[config.mk]
export PLATFORM = sky130hd
export DESIGN_NAME = calc_ctrl
export DESIGN_NICKNAME = d
export VERILOG_FILES = /design/src/rtl/calc_pkg.sv /design/src/rtl/calc_btn_cond.sv /design/src/rtl/calc_ctrl.sv
export SDC_FILE = /design/constraint.sdc
export NUM_CORES = 1
export LEC_CHECK = 0
export ABC_CLOCK_PERIOD_IN_PS = 6800
export CAP_MARGIN = 10
export CORE_MARGIN = 3
export CORE_UTILIZATION = 55
export CTS_CLUSTER_DIAMETER = 40
export CTS_CLUSTER_SIZE = 12
export DETAILED_ROUTE_END_ITERATION = 10
export GPL_ROUTABILITY_DRIVEN = 0
export MAX_ROUTING_LAYER = met4
export PLACE_DENSITY = 0.8
export SETUP_SLACK_MARGIN = 0.2
export SLEW_MARGIN = 10
export SYNTH_ARGS = -nofsm -noshare
export SYNTH_HDL_FRONTEND = slang
export SYNTH_SLANG_ARGS = --single-unit
[constraint.sdc]
create_clock -name clk -period 6.8 [get_ports clk]
set_clock_uncertainty 0.1 [all_clocks]
set_input_delay 1.02 -clock clk [delete_from_list [all_inputs] [get_ports clk]]
set_output_delay 1.02 -clock clk [all_outputs]
set_load 0.02 [all_outputs]
[src/rtl/calc_pkg.sv]
// calc_pkg: shared definitions for the calculator controller.
//   - op encoding (op_e), FSM state type (state_e), display mode (mode_e)
//   - result width (15), operand width (7), button index constants
//   - helpers: BCD digit pair to binary, modulo-10 digit increment
package calc_pkg;

  localparam int unsigned RES_W   = 15;
  localparam int unsigned OPND_W  = 7;
  localparam int unsigned DIGIT_W = 4;
  localparam int unsigned NUM_BTN = 9;

  localparam int unsigned BTN_D1   = 0;
  localparam int unsigned BTN_D2   = 1;
  localparam int unsigned BTN_D3   = 2;
  localparam int unsigned BTN_D4   = 3;
  localparam int unsigned BTN_ADD  = 4;
  localparam int unsigned BTN_SUB  = 5;
  localparam int unsigned BTN_MUL  = 6;
  localparam int unsigned BTN_DIV  = 7;
  localparam int unsigned BTN_DISP = 8;

  typedef enum logic [1:0] {
    OP_ADD = 2'd0,
    OP_SUB = 2'd1,
    OP_MUL = 2'd2,
    OP_DIV = 2'd3
  } op_e;

  typedef enum logic [1:0] {
    ST_IDLE  = 2'd0,
    ST_ISSUE = 2'd1,
    ST_WAIT  = 2'd2,
    ST_ERR   = 2'd3
  } state_e;

  typedef enum logic {
    MODE_OPERAND = 1'b0,
    MODE_RESULT  = 1'b1
  } mode_e;

  // Two BCD digits (tens, units) to a binary operand 0..99.
  function automatic logic [OPND_W-1:0] bcd_pair(input logic [DIGIT_W-1:0] hi,
                                                 input logic [DIGIT_W-1:0] lo);
    return OPND_W'(hi) * OPND_W'(10) + OPND_W'(lo);
  endfunction

  // Modulo-10 increment: 9 wraps to 0.
  function automatic logic [DIGIT_W-1:0] next_digit(input logic [DIGIT_W-1:0] d);
    return (d == 4'd9) ? 4'd0 : d + 4'd1;
  endfunction

endpackage

[src/rtl/calc_btn_cond.sv]
// calc_btn_cond: conditions one raw push button into a single-cycle pulse.
//   2-FF synchronizer, optional debounce, rising-edge detect; pulse is registered.
//   Macro CALC_CTRL_DEBOUNCE_EN: when defined, a level change is accepted only
//   after DB_CYCLES consecutive identical synchronized samples.
// Ports:
//   clk   : clock
//   rst   : asynchronous active-low reset
//   btn   : raw (asynchronous) button level
//   pulse : one-cycle pulse per accepted press
module calc_btn_cond #(
  parameter int unsigned DB_CYCLES = 4
) (
  input  logic clk,
  input  logic rst,
  input  logic btn,
  output logic pulse
);

  logic s1, s2;

  always_ff @(posedge clk or negedge rst) begin
    if (!rst) begin
      s1 <= 1'b0;
      s2 <= 1'b0;
    end else begin
      s1 <= btn;
      s2 <= s1;
    end
  end

`ifdef CALC_CTRL_DEBOUNCE_EN
  localparam int unsigned CW = (DB_CYCLES > 1) ? $clog2(DB_CYCLES) : 1;

  logic          stable;
  logic [CW-1:0] cnt;

  // cnt counts how many samples in a row have differed from the accepted
  // level; the new level is adopted on the DB_CYCLES-th such sample.
  always_ff @(posedge clk or negedge rst) begin
    if (!rst) begin
      stable <= 1'b0;
      cnt    <= '0;
      pulse  <= 1'b0;
    end else begin
      pulse <= 1'b0;
      if (s2 == stable) begin
        cnt <= '0;
      end else if (cnt == CW'(DB_CYCLES - 1)) begin
        stable <= s2;
        cnt    <= '0;
        pulse  <= s2;
      end else begin
        cnt <= cnt + 1'b1;
      end
    end
  end
`else
  logic prev;

  always_ff @(posedge clk or negedge rst) begin
    if (!rst) begin
      prev  <= 1'b0;
      pulse <= 1'b0;
    end else begin
      prev  <= s2;
      pulse <= s2 & ~prev;
    end
  end
`endif

endmodule

[src/rtl/calc_ctrl.sv]
// calc_ctrl: four-digit BCD calculator front end driving an external ALU.
//   Buttons edit two 2-digit operands, request add/sub/mul/div, toggle the
//   display between operands (A*100+B) and the last result.
//   Macro CALC_CTRL_DEBOUNCE_EN enables per-button debounce in calc_btn_cond.
// Ports:
//   clk, rst                : clock, asynchronous active-low reset
//   btn[8:0]                : [3:0] digit increments, [4..7] add/sub/mul/div, [8] display toggle
//   alu_start/op/a/b        : one-cycle request with latched operation and operands
//   alu_done, alu_result    : completion pulse and signed result
//   digit1..digit4          : BCD digits
//   disp_value, disp_err    : displayed signed value, error flag
//   busy                    : operation in progress (ISSUE or WAIT)
module calc_ctrl
  import calc_pkg::*;
#(
  parameter int unsigned DB_CYCLES = 4,
  parameter int unsigned TIMEOUT   = 32
) (
  input  logic                     clk,
  input  logic                     rst,
  input  logic [NUM_BTN-1:0]       btn,
  output logic                     alu_start,
  output logic [1:0]               alu_op,
  output logic [OPND_W-1:0]        alu_a,
  output logic [OPND_W-1:0]        alu_b,
  input  logic                     alu_done,
  input  logic signed [RES_W-1:0]  alu_result,
  output logic [DIGIT_W-1:0]       digit1,
  output logic [DIGIT_W-1:0]       digit2,
  output logic [DIGIT_W-1:0]       digit3,
  output logic [DIGIT_W-1:0]       digit4,
  output logic signed [RES_W-1:0]  disp_value,
  output logic                     disp_err,
  output logic                     busy
);

  localparam int unsigned TW = (TIMEOUT > 1) ? $clog2(TIMEOUT) : 1;

  logic [NUM_BTN-1:0] pulse;

  for (genvar i = 0; i < NUM_BTN; i++) begin : g_btn
    calc_btn_cond #(.DB_CYCLES(DB_CYCLES)) u_btn (
      .clk   (clk),
      .rst   (rst),
      .btn   (btn[i]),
      .pulse (pulse[i])
    );
  end

  state_e                     state_q, state_n;
  mode_e                      mode_q, mode_n;
  op_e                        op_q, op_n;
  logic [DIGIT_W-1:0]         dig_q [4];
  logic [DIGIT_W-1:0]         dig_n [4];
  logic [OPND_W-1:0]          a_q, a_n, b_q, b_n;
  logic signed [RES_W-1:0]    result_q, result_n;
  logic signed [RES_W-1:0]    disp_q, disp_n;
  logic                       err_q, err_n;
  logic                       start_q, start_n;
  logic                       busy_q, busy_n;
  logic [TW-1:0]              tcnt_q, tcnt_n;

  logic [OPND_W-1:0]          opa, opb, opa_n, opb_n;
  logic [RES_W-1:0]           opnd_disp;
  logic                       op_req;
  op_e                        op_sel;

  always_comb begin
    opa    = bcd_pair(dig_q[0], dig_q[1]);
    opb    = bcd_pair(dig_q[2], dig_q[3]);
    op_req = pulse[BTN_ADD] | pulse[BTN_SUB] | pulse[BTN_MUL] | pulse[BTN_DIV];
    if (pulse[BTN_ADD])      op_sel = OP_ADD;
    else if (pulse[BTN_SUB]) op_sel = OP_SUB;
    else if (pulse[BTN_MUL]) op_sel = OP_MUL;
    else                     op_sel = OP_DIV;
  end

  always_comb begin
    state_n  = state_q;
    mode_n   = mode_q;
    op_n     = op_q;
    a_n      = a_q;
    b_n      = b_q;
    result_n = result_q;
    err_n    = err_q;
    start_n  = 1'b0;
    tcnt_n   = tcnt_q;
    for (int unsigned i = 0; i < 4; i++) dig_n[i] = dig_q[i];

    case (state_q)
      ST_IDLE, ST_ERR: begin
        tcnt_n = '0;
        for (int unsigned i = 0; i < 4; i++) begin
          if (pulse[BTN_D1 + i]) dig_n[i] = next_digit(dig_q[i]);
        end
        if (pulse[BTN_DISP]) begin
          mode_n = (mode_q == MODE_OPERAND) ? MODE_RESULT : MODE_OPERAND;
        end
        if (op_req) begin
          op_n = op_sel;
          a_n  = opa;
          b_n  = opb;
          if (op_sel == OP_DIV && opb == '0) begin
            state_n = ST_ERR;
            err_n   = 1'b1;
          end else begin
            state_n = ST_ISSUE;
            start_n = 1'b1;
            err_n   = 1'b0;
          end
        end
      end
      ST_ISSUE: begin
        state_n = ST_WAIT;
        tcnt_n  = tcnt_q + 1'b1;
      end
      ST_WAIT: begin
        // tcnt starts counting in ISSUE so the limit lands TIMEOUT cycles
        // after alu_start rose.
        if (alu_done) begin
          state_n  = ST_IDLE;
          result_n = alu_result;
          mode_n   = MODE_RESULT;
          err_n    = 1'b0;
        end else if (tcnt_q == TW'(TIMEOUT - 1)) begin
          state_n = ST_ERR;
          err_n   = 1'b1;
        end else begin
          tcnt_n = tcnt_q + 1'b1;
        end
      end
      default: state_n = ST_IDLE;
    endcase

    // Display is computed from next-state values so the registered output
    // reflects digit/mode/result changes on the same edge.
    opa_n     = bcd_pair(dig_n[0], dig_n[1]);
    opb_n     = bcd_pair(dig_n[2], dig_n[3]);
    opnd_disp = RES_W'(opa_n) * RES_W'(100) + RES_W'(opb_n);
    disp_n    = (mode_n == MODE_OPERAND) ? $signed(opnd_disp) : result_n;
    busy_n    = (state_n == ST_ISSUE) || (state_n == ST_WAIT);
  end

  always_ff @(posedge clk or negedge rst) begin
    if (!rst) begin
      state_q  <= ST_IDLE;
      mode_q   <= MODE_OPERAND;
      op_q     <= OP_ADD;
      a_q      <= '0;
      b_q      <= '0;
      result_q <= '0;
      disp_q   <= '0;
      err_q    <= 1'b0;
      start_q  <= 1'b0;
      busy_q   <= 1'b0;
      tcnt_q   <= '0;
      for (int unsigned i = 0; i < 4; i++) dig_q[i] <= '0;
    end else begin
      state_q  <= state_n;
      mode_q   <= mode_n;
      op_q     <= op_n;
      a_q      <= a_n;
      b_q      <= b_n;
      result_q <= result_n;
      disp_q   <= disp_n;
      err_q    <= err_n;
      start_q  <= start_n;
      busy_q   <= busy_n;
      tcnt_q   <= tcnt_n;
      for (int unsigned i = 0; i < 4; i++) dig_q[i] <= dig_n[i];
    end
  end

  assign alu_start  = start_q;
  assign alu_op     = op_q;
  assign alu_a      = a_q;
  assign alu_b      = b_q;
  assign digit1     = dig_q[0];
  assign digit2     = dig_q[1];
  assign digit3     = dig_q[2];
  assign digit4     = dig_q[3];
  assign disp_value = disp_q;
  assign disp_err   = err_q;
  assign busy       = busy_q;

endmodule
# Word-level counts from Yosys, hierarchy flattened
# Cells that the tools add are included.
# W data, S select, Z words.
[totals]
reg_bits = 109
elab_cells = 146
[classes]
add_sub_neg = 10
n_mul = 5
eq_ne = 15
mux = 35
bitwise_logic = 21
n_reduce_logical = 9
[op_table]
columns = ["cell", "n"]
rows = [
  ["$mux W15", 3],
  ["$mux W4", 8],
  ["$add A7 B4 Y7", 4],
  ["$mul A4 B3 Y6 const B", 4],
  ["$add A4 B1 Y4 const B", 4],
  ["$eq A4 B4 Y1 const B", 4],
  ["$mux W16", 1],
  ["$add A14 B7 Y15", 1],
  ["$pmux W5 S3", 1],
  ["$mul A7 B5 Y12 const B", 1],
  ["$mux W2", 6],
  ["$mux W1", 11],
  ["$mux W5", 2],
  ["$and A1 B1 Y1", 9],
  ["$not A1 Y1", 9],
  ["$eq A2 B2 Y1 const B", 4],
  ["$logic_not A7 Y1", 1],
  ["$ne A2 B2 Y1 const B", 3],
  ["$pmux W2 S3", 1],
  ["$add A5 B1 Y5 const B", 1],
  ["$eq A5 B5 Y1 const B", 1],
  ["$eq A2 B1 Y1 const B", 2],
  ["$pmux W1 S2", 2],
  ["$reduce_and A2 Y1", 2],
  ["other kinds (8)", 10],
]

# Depth between registers and ports, before layout
[depth]
depth_word = 10
ltp_mapped = 23
depth_no_buf = 22

# Hierarchy
# A second synthesis with hierarchy kept.
[unflattened]
hier_cells = 500
hier_area_um2 = 5804.3
[by_module_without_submodules]
columns = ["mod", "n_inst", "cells_per_inst", "area_each_um2"]
rows = [
  ["calc_ctrl", 1, 455, 4779.6],
  ["calc_btn_cond", 9, 5, 113.9],
]

# Worst setup path before layout
# Ideal clock, no wire load.
[synth_path]
path_kind = "reg-to-reg"
from = "reg state_q[0]"
to = "reg disp_q[12], in the netlist disp_value[12]"
setup_time_ns = 0.125
arrival_ns = 5.119
required_ns = 6.575
setup_slack_ns = 1.456
stages_incl_launch_ff = 21
path_buffers = 2
synth_period_minus_slack_ns = 5.344
cell_sequence = "dfrtp_1 inv_1 ha_1 buf_2 clkbuf_1 nand2_1 o31ai_1 ha_1 ha_1 fa_1 nand3b_1 xnor3_1 ha_1 ha_1 ha_1 ha_1 nor2b_1 a311oi_1 o311ai_4 xnor2_1 mux2_2"
[synth_rtl]
columns = ["item", "line_no", "rtl"]
rows = [
  ["start: declaration", "calc_ctrl.sv:50", "state_e state_q, state_n;"],
  ["start signal: assignment", "calc_ctrl.sv:159", "state_q <= state_n;"],
  ["end signal: assignment", "calc_ctrl.sv:165", "disp_q <= disp_n;"],
  ["end: declaration", "calc_ctrl.sv:57", "logic signed [RES_W-1:0] disp_q, disp_n;"],
]

==> impl_metrics.tcl <==
set metrics [dict create \
    hold_path.class "reg2reg" \
    dieArea_sq_um 11710 \
    synth_flop_cell "dfrtp_1" \
    slowest_stage "ha_1" \
    max_slew_margin 0.4095 \
    clock_latency_ps 380 \
    slowest_delay_ps 760 \
    grt_pass1_vias 3992 \
    ff_latch_area_sq_um 2728 \
    critical_path_arrival_ps 6330 \
    seq_area_frac_synth 0.4747 \
    die_x_um 108.2 \
    synthCells 494 \
    yosys_warnings 0 \
    syn_area_sq_um 5746 \
    hold_viol 0 \
    status "finished, final reports clean" \
    synth_fp_nets 591 \
    layout_min_cycle_time_ps 6169 \
    vias_per_cell 5.496 \
    tns_ps 0 \
    slew_violations 0 \
    cts_resized 0 \
    rows 36 \
    final_util 0.6867 \
    period_share 0.9073 \
    multi_input_area_sq_um 2870 \
    grt_pass1_wl_um 18790 \
    cts_tree "built" \
    worstSetupStartpointType "flip-flop" \
    cts_made_buffers 9 \
    syn2layout_area_growth_pct 18.97 \
    antenna_left 0 \
    nets 669 \
    rsz0062_at_grt "false" \
    routed_wl_um 11140 \
    drt-initial-drc-count 121 \
    tightest_slew_ps 883.6 \
    setup_viol 0 \
    worstPathRequired_ps 6970 \
    overflow 0 \
    max-cap-violations 0 \
    synthTopCellsByArea "dfrtp_1 47%, ha_1 13%, mux2_2 6.1%" \
    fmax_mhz 162.1 \
    core_area_sq_um 9955 \
    initial_core_util 0.5772 \
    io_buffers 76 \
    fillers 768 \
    cts.reportedPaths.clkPinSlew_ps 120 \
    cp-end-kind "flip-flop" \
    antenna_cells 0 \
    cp_common_cell "ha_1" \
    drive_above_1_share 0.1057 \
    drc 0 \
    hold_buffers 0 \
    h-tree-depth 3 \
    cts_root_buf "clkbuf_8" \
    vias 3902 \
    synth_top_cell_area_share 0.4747 \
    postCtsSetupBuffers 0 \
    die-height_um 108.2 \
    critPathMaxFanout 26 \
    path_class "reg2reg" \
    ios 77 \
    synth_top_area_cell "dfrtp_1" \
    cts_sinks 109 \
    hpwl_um 8417 \
    cts_buffer_depth 2 \
    gr-usage-all-layers 0.2113 \
    async_flop_share 1.000 \
    grt_max_degree 70 \
    synth-seq-cells 109 \
    path_cells "inv_1 -> ha_1 -> nand2_1 -> o31ai_1 -> ha_1 -> ha_1 -> fa_1 -> xnor2_1 -> ha_1 -> ha_1 -> ha_1 -> ha_1 -> o21ai_0 -> nor2_1 -> nor4_4 -> and2b_2 -> xor2_1 -> mux2_2" \
    synth_cell_type_count 50 \
    synth_edf_count 0 \
    grt_antenna_before_repair 0 \
    dr.pass1.iters 4 \
    routedWlPerCell_um 15.69 \
    avgSynthCellArea_sq_um 11.63 \
]
==> path summary, 6_finish.rpt <==
check	startpoint	end	slack [ps]	cells past startpoint
setup / recovery	state_q[0]	disp_value[11]	630	18
hold / removal	g_btn[2].u_btn.s1	g_btn[2].u_btn.s2	260	0
max in group asynchronous	rst	result_q[6]	4890	2
hold reg to reg	g_btn[2].u_btn.s1	g_btn[2].u_btn.s2	260	0
setup reg to reg	state_q[0]	disp_value[11]	630	18
min in group asynchronous	rst	alu_b[2]	500	1
==> final cells by class <==
class,instances,share of cell area
Clock buffer,10,0.02014
Clock inverter,6,0.009702
Inverter,25,0.01373
Multi-Input combinational cell,349,0.4199
Sequential cell,109,0.3990
Tap cell,133,0.02435
Timing Repair Buffer,78,0.1131
==> worst max-delay path, delay by kind of cell (launching register included) <==
kind	cells	cell delay, ps
adders and majority gates	8	3070
and+or+nand+nor	4	900
AOI/OAI and AO/OA	2	720
xor gates and xnor gates	2	530
DFF	1	390
muxes	1	270
buffers and inverters	1	50
==> cell families (layout without fill, tap and decap cells) <==
kind of cell / after synthesis / in the layout / share of synthesized area
XOR/XNOR: 37 / 37 / 0.05880
buffers and inverters: 36 / 119 / 0.02570
AND/OR/NAND/NOR: 115 / 115 / 0.1034
AO/OA/AOI/OAI: 93 / 93 / 0.1058
flip-flops: 109 / 109 / 0.4747
multiplexers: 34 / 34 / 0.06598
adder cells (fa/ha/maj): 70 / 70 / 0.1655
==> synth_stat cells (2+ instances only) <==
master,count
dfrtp_1,109
ha_1,60
o21ai_0,39
nand2_1,38
mux2_2,31
inv_1,25
nor2_1,23
xnor2_1,19
nor2b_1,18
xor2_1,17
a21oi_1,14
a21o_1,13
fa_1,10
nor3_1,7
and3_1,5
clkbuf_1,5
nand3_1,5
o31ai_1,5
buf_2,4
a211oi_1,3
mux2i_1,3
nand2b_1,3
nor3b_1,3
o211ai_1,3
a22o_1,2
buf_4,2
nand4_1,2
nor4_1,2
o2111ai_1,2
o21ba_2,2
==> registers in the layout (all words and copies together), names as in the netlist <==
name	cells
alu_a	7
alu_b	7
alu_op	2
alu_start	1
busy	1
digit1	4
digit2	4
digit3	4
digit4	4
disp_err	1
disp_value	15
g_btn.u_btn.prev	9
g_btn.u_btn.pulse	9
g_btn.u_btn.s1	9
g_btn.u_btn.s2	9
mode_q	1
result_q	15
state_q	2
tcnt_q	5
==> per-layer routing <==
metal,track usage,part of all wire,up-vias
met5,-,0,-
met4,0.05861,0.012,0
met3,0.04060,0.042,13
met2,0.3375,0.48,94
met1,0.2795,0.46,1909
li1,-,-,1886
==> metrics by stage <==
step | worst slack [ps] | hold slack [ps] | area, sq um | instances
after CTS | 660.6 | 260.7 | 6835 | 710
after detailed placement | 769.4 | 234.7 | 6631 | 694
after global routing | 251.2 | 261.9 | 6835 | 710
after global placement | 1083 | 232.3 | 6631 | 694
final | 630.6 | 256.1 | 6835 | 710
after floorplan | 1456 | 231.2 | 5746 | 494
==> cells in the final DEF (no fill, tap or decap), types with 13 or more instances in the layout <==
master           count
nor2b_1             18
dfrtp_1            109
o21ai_0             38
nor2_1              23
ha_1                60
mux2_2              31
xor2_1              17
nand2_1             38
clkdlybuf4s50_1     75
a21o_1              13
xnor2_1             19
inv_1               25
a21oi_1             14
Power is left out: the tool's default activity adds up to more than one toggle a clock period on the data nets, which glitch-free logic cannot reach.
